--- config.mk ---
export PLATFORM = sky130hd
export DESIGN_NAME = seq_divider
export DESIGN_NICKNAME = d
export VERILOG_FILES = /design/src/rtl/seq_divider.sv
export SDC_FILE = /design/constraint.sdc
export NUM_CORES = 1
export LEC_CHECK = 0
export BUFFER_PORTS_ARGS = -buffer_cell sky130_fd_sc_hd__buf_2
export CAP_MARGIN = 20
export CORE_ASPECT_RATIO = 0.75
export CORE_MARGIN = 5
export CORE_UTILIZATION = 30
export CTS_CLUSTER_SIZE = 28
export DETAILED_ROUTE_END_ITERATION = 8
export PLACE_DENSITY = 0.56
export SYNTH_ARGS = -nofsm -noshare
export SYNTH_HDL_FRONTEND = slang
export SYNTH_SLANG_ARGS = --single-unit
export TNS_END_PERCENT = 30
--- constraint.sdc ---
create_clock -name clock -period 2.9 [get_ports clock]
set_input_delay 0.29 -clock clock [delete_from_list [all_inputs] [get_ports clock]]
set_output_delay 0.29 -clock clock [all_outputs]
set_load 0.05 [all_outputs]
--- src/rtl/seq_divider.sv ---
// ---------------------------------------------------------------------------
// seq_divider
// Multi-cycle unsigned restoring divider. One subtracter and one magnitude
// compare are reused across WIDTH steps. A down-counter paces the steps.
//
// Optional feature macro: DIV_ZERO_DETECT_EN
//   When defined, a zero divisor skips the step sequence and completes in a
//   single cycle. The div_by_zero flag records that it happened.
//
// Handshake: start is sampled only in IDLE or DONE. The edge that samples
// start=1 captures the operands. busy is high while steps run. done is a
// one-cycle pulse, and quotient/remainder are valid in that cycle. The
// results then hold until the next completion. start during CALC is dropped.
//
// Ports:
//   clock       in   rising-edge clock
//   reset       in   synchronous, active-high reset
//   start       in   division request
//   dividend    in   WIDTH-bit unsigned dividend
//   divisor     in   WIDTH-bit unsigned divisor
//   busy        out  high while in CALC
//   done        out  high for the one cycle spent in DONE
//   quotient    out  last completed quotient
//   remainder   out  last completed remainder
//   div_by_zero out  last completion was a zero divide (macro only)
//   dbg_state   out  FSM state: 0=IDLE, 1=CALC, 2=DONE
// ---------------------------------------------------------------------------
module seq_divider #(
    parameter int WIDTH = 8
) (
    input  logic             clock,
    input  logic             reset,
    input  logic             start,
    input  logic [WIDTH-1:0] dividend,
    input  logic [WIDTH-1:0] divisor,
    output logic             busy,
    output logic             done,
    output logic [WIDTH-1:0] quotient,
    output logic [WIDTH-1:0] remainder,
`ifdef DIV_ZERO_DETECT_EN
    output logic             div_by_zero,
`endif
    output logic [1:0]       dbg_state
);

    localparam int CW = $clog2(WIDTH);

    typedef enum logic [1:0] {
        ST_IDLE = 2'd0,
        ST_CALC = 2'd1,
        ST_DONE = 2'd2
    } state_t;

    state_t           r_state;
    logic [WIDTH:0]   r_rem;       // working remainder R, one bit wider than D
    logic [WIDTH-1:0] r_quo;       // quotient shift register Q
    logic [WIDTH-1:0] r_div;       // captured divisor D
    logic [CW-1:0]    r_cnt;       // steps remaining after the current one
    logic [WIDTH-1:0] r_quotient;
    logic [WIDTH-1:0] r_remainder;
`ifdef DIV_ZERO_DETECT_EN
    logic             r_dbz;
`endif

    // One restoring step: shift {R,Q} left as one vector. Then trial-subtract D
    // from the new R. The extra R bit keeps the shifted value exact before
    // the compare.
    logic [2*WIDTH:0] w_shift;
    logic [WIDTH:0]   w_shift_r;
    logic [WIDTH-1:0] w_shift_q;
    logic [WIDTH:0]   w_diff;
    logic             w_ge;
    logic [WIDTH:0]   w_next_r;
    logic [WIDTH-1:0] w_next_q;
    logic             w_last;

    assign w_shift   = {r_rem, r_quo} << 1;
    assign w_shift_r = w_shift[2*WIDTH:WIDTH];
    assign w_shift_q = w_shift[WIDTH-1:0];
    assign w_ge      = (w_shift_r >= {1'b0, r_div});
    assign w_diff    = w_shift_r - {1'b0, r_div};
    assign w_next_r  = w_ge ? w_diff : w_shift_r;
    // The shift leaves Q[0] at zero. OR in the quotient bit for this step.
    assign w_next_q  = w_shift_q | {{(WIDTH-1){1'b0}}, w_ge};
    assign w_last    = (r_cnt == '0);

    always_ff @(posedge clock) begin
        if (reset) begin
            r_state     <= ST_IDLE;
            r_rem       <= '0;
            r_quo       <= '0;
            r_div       <= '0;
            r_cnt       <= '0;
            r_quotient  <= '0;
            r_remainder <= '0;
`ifdef DIV_ZERO_DETECT_EN
            r_dbz       <= 1'b0;
`endif
        end else begin
            case (r_state)
                ST_IDLE, ST_DONE: begin
                    if (start) begin
                        r_div <= divisor;
                        r_rem <= '0;
                        r_quo <= dividend;
                        r_cnt <= CW'(WIDTH - 1);
`ifdef DIV_ZERO_DETECT_EN
                        if (divisor == '0) begin
                            // Short-circuit. The values match what the full
                            // step sequence would produce for D=0.
                            r_state     <= ST_DONE;
                            r_quotient  <= '1;
                            r_remainder <= dividend;
                            r_dbz       <= 1'b1;
                        end else begin
                            r_state <= ST_CALC;
                        end
`else
                        r_state <= ST_CALC;
`endif
                    end else begin
                        r_state <= ST_IDLE;
                    end
                end
                ST_CALC: begin
                    r_rem <= w_next_r;
                    r_quo <= w_next_q;
                    if (w_last) begin
                        r_state     <= ST_DONE;
                        r_quotient  <= w_next_q;
                        r_remainder <= w_next_r[WIDTH-1:0];
`ifdef DIV_ZERO_DETECT_EN
                        r_dbz       <= 1'b0;
`endif
                    end else begin
                        r_cnt <= r_cnt - CW'(1);
                    end
                end
                default: r_state <= ST_IDLE;
            endcase
        end
    end

    assign busy      = (r_state == ST_CALC);
    assign done      = (r_state == ST_DONE);
    assign quotient  = r_quotient;
    assign remainder = r_remainder;
    assign dbg_state = r_state;
`ifdef DIV_ZERO_DETECT_EN
    assign div_by_zero = r_dbz;
`endif

endmodule
# Word-level counts from Yosys, hierarchy flattened
# Index checks and enable logic that the tools add are counted.
# totals
reg_bits	45
latch_bits	0
mem_bits_rw	0
rom_bits	0
inputBits	19
out_inout_bits	20
word_cells	35
memories	0
# classes
add_sub_neg	2
mul	0
div_mod_pow	0
magnitude_cmp	1
n_eq_ne	5
n_shift	0
n_mux	11
bitwise	1
reduce_logical	8
# op_table
op	n
$pmux W8 S2	2
$mux W8	3
$ge A9 B8 Y1	1
$or A8 B1 Y8	1
$sub A8 B8 Y8	1
$mux W3	2
$pmux W3 S2	1
$reduce_and A2 Y1	3
$ne A2 B2 Y1 const B	2
$pmux W2 S2	1
$logic_not A3 Y1	1
$reduce_and A3 Y1	1
$sub A3 B1 Y3 const B	1
$eq A2 B1 Y1 const B	1
$eq A2 B2 Y1 const B	1
$logic_not A2 Y1	1
$mux W2	1
$ne A2 B1 Y1 const B	1
$reduce_bool A2 Y1	1
$reduce_or A2 Y1	1
$mux W1	1

# Depth between registers and ports, before layout
# depth
ltp_word	4
ltp_mapped	9
ltp_nobuf	9

# Worst setup path before layout
# No wires, ideal clock.
# synth_path
path_kind	reg2reg
start	reg r_div[6]
end	reg r_rem[2]
setup_ps	117
arrival_ps	1921
t_required_ps	2783
setup_slack_ps	861
stages_incl_launch_ff	9
n_path_buf	1
period_less_slack_ps	2039
path_cell_list	dfxtp_1 inv_1 ha_1 a21oi_2 nor2_1 or3_1 buf_2 or3_1 a32o_1
# synth_via
elab_chain_len	3
# synth_rtl
item	line_no	text
start, declared	57	logic [WIDTH-1:0] r_div;
start signal, assigned	103	r_div <= divisor;
$ge A9 B8 Y1	80	assign w_ge = (w_shift_r >= {1'b0, r_div});
$mux W8	82	assign w_next_r = w_ge ? w_diff : w_shift_r;
$pmux W8 S2	100	case (r_state)
end signal, assigned	126	r_rem <= w_next_r;
end, declared	55	logic [WIDTH:0] r_rem;
# Every way passes these cells.
# A chain may end at the register's enable or synchronous reset.

# Final worst setup path
# Ends and elaborated chain as after synthesis.

==> flow_summary.json <==
{
  "drive_gt1_frac": 0.187,
  "vias": 2134,
  "rows": 27,
  "whs_ns": 0.221,
  "pwr-share-clk": 0.295,
  "grt_max_degree": 45,
  "period_share": 0.827,
  "cts.sinks": 45,
  "postSynthAreaPerCell_um2": 8.20,
  "grt_overflow_total": 0,
  "worst_path_largest_cell_delay_ns": 0.56,
  "holdCritPathClass": "in -> reg",
  "synthCells": 284,
  "initial_core_util": 0.312,
  "skew_ns": 0.00559,
  "drt-initial-drc-count": 188,
  "cts_inserted_buffers": 5,
  "fin_tns_setup_ns": 0,
  "wl_per_cell_um": 14.6,
  "mostFrequentLayoutCell": "nand2_1",
  "yosysUniqueCellTypes": 51,
  "async_flop_share": 0,
  "ant_nets": 0,
  "insertion_delay_ns": 0.30,
  "slowest_stage": "or3_1",
  "switchingPower_uw": 692,
  "postCtsHoldBufs": 0,
  "grt_pass1_wl_um": 10100,
  "worstMarginPinSlew_ns": 0.823,
  "n_antenna_cell": 0,
  "cts_tree": "built",
  "cts.reportedPaths.clkPinSlew_ns": 0.09,
  "fin_nets": 345,
  "p_comb_frac": 0.336,
  "syn2layout_area_growth_pct": 16.9,
  "rsz0062_at_grt": "false",
  "status": "completed",
  "synth_seq_cells": 45,
  "hold_viol": 0,
  "grt_util_all_layers": 0.127,
  "crit_path_end_kind": "register",
  "worstPathRequired_ns": 3.10,
  "critPathMostFrequentCell": "or3_1",
  "antenna_found_initial": 0,
  "drc": 0,
  "cts_buffer_depth": 2,
  "cap_violations": 0,
  "p_seq_frac": 0.369,
  "mostFrequentLayoutCells": "nand2_1 (49), dfxtp_1 (45), buf_2 (38)",
  "fillers": 775,
  "yosysSeqAreaShare": 0.387,
  "synth_edf_count": 0,
  "swShare": 0.362,
  "crit_chain": "inv_1 > ha_1 > a21oi_2 > nor2_1 > or3_1 > or3_1 > a32o_1",
  "drv_slew": 0,
  "irDropWorstVdd_v": 0.000264,
  "relSlewSlack": 0.447,
  "multi_input_area_um2": 1290,
  "htreeDepth": 2,
  "powerDensity_nw_per_um2": 703,
  "p_leak_uw": 0.00107,
  "grt_pass1_vias": 2079,
  "path_class": "reg -> reg",
  "period_minus_slack_ns": 2.40,
  "synth_warnings": 0,
  "critPathArrivalTime_ns": 2.60,
  "seq_area_um2": 901,
  "drtPass1Iterations": 5,
  "root_buffer": "clkbuf_8",
  "dieArea_um2": 9640,
  "synthFlopType": "dfxtp_1",
  "synth.net_count": 314,
  "fmax_mhz": 417,
  "dp_hpwl_um": 4400,
  "port_buffers": 38,
  "post_cts_resized": 0,
  "drt_wl_total_um": 6090,
  "dieHeight_um": 86.3,
  "critPathLaunchType": "register",
  "cp_max_fo": 17,
  "p_int_uw": 1220,
  "cts_setup_buffers": 0,
  "core_area_um2": 7470,
  "gp_congestion": 0.921,
  "syn_area_um2": 2330,
  "chipWidth_um": 112,
  "ios": 39,
  "drt-vias-per-instance": 5.12,
  "setup-violations-final": 0
}
[cells in the mapped netlist (3+ instances only)]
master	count	area, um^2
nor2_1	17	63.8
nor3_1	6	30.0
dfxtp_1	45	901
nand3b_1	4	30.0
a311oi_1	3	26.3
inv_1	16	60.1
nand2_1	49	184
a21oi_1	29	145
a32o_1	3	30.0
nor2b_1	5	31.3
a211oi_1	5	37.5
a31oi_1	3	18.8
o211ai_1	9	67.6
nand3_1	5	25.0
clkbuf_1	9	33.8
buf_2	4	20.0
a22oi_1	8	60.1
o21ai_1	7	35.0
or3_1	3	18.8
ha_1	10	125
o21ai_0	6	30.0
[power by group through the flow]
stage | clock [uW] | sequential [uW] | combinational [uW]
3_3_place_gp | 0 | 718 | 628
3_5_place_dp | 0 | 720 | 627
2_1_floorplan | 0 | 752 | 478
6_report | 565 | 706 | 642
5_1_grt | 600 | 713 | 700
4_1_cts | 576 | 706 | 632
[state kept, by name (all words and copies together), names as in the netlist]
signal,cells
r_cnt,3
dbg_state,2
quotient,8
r_rem,8
remainder,8
r_div,8
r_quo,8
[final timing paths]
kind	from	to	slack (ns)	depth (start not counted)
setup reg to reg	r_div[6]	r_rem[2]	0.50	7
hold / removal	divisor[7]	r_div[7]	0.22	3
hold reg to reg	quotient[5]	quotient[5]	0.45	2
setup / recovery	r_div[6]	r_rem[2]	0.50	7
[layer usage]
layer,track usage,part of all wire,vias up
li1,-,-,1076
met1,0.180,0.52,982
met2,0.193,0.41,70
met3,0.0349,0.063,6
met4,0.0298,0.0090,0
met5,0,0,-
[stage by stage]
stage          area [um^2]  total power [uW]  setup WS [ns]   util  instances
3_5_place_dp          2590              1350          0.539  0.347        409
2_1_floorplan         2330              1230          0.861      -        284
4_1_cts               2720              1910          0.521  0.365        417
6_report              2720              1910          0.502  0.365        417
5_1_grt               2720              2010          0.388  0.365        417
3_3_place_gp          2590              1350          0.643  0.347        409
[worst max-delay path: cells and delay by family (launching register included)]
kind / cells / cell delay, ns
simple gates: 3 / 1.06
compound gates: 2 / 0.48
fa+ha+maj: 1 / 0.37
flops: 1 / 0.34
buf+inv: 1 / 0.05
[logic make-up after synthesis]
group                      synth area share
and+or+nand+nor                       0.193
AOI/OAI and AO/OA                     0.286
DFF                                   0.387
buffers and inverters                0.0602
adders and majority gates            0.0623
xor gates and xnor gates             0.0113
[final cells by class]
cell class,count,share of cell area
inverter,16,0.0221
multi-input combinational,206,0.473
sequential,45,0.331
clock buffer,5,0.0253
tap,101,0.0464
clock inverter,3,0.0239
timing repair buffer,41,0.0782
(Power assumes the default switching activity.)
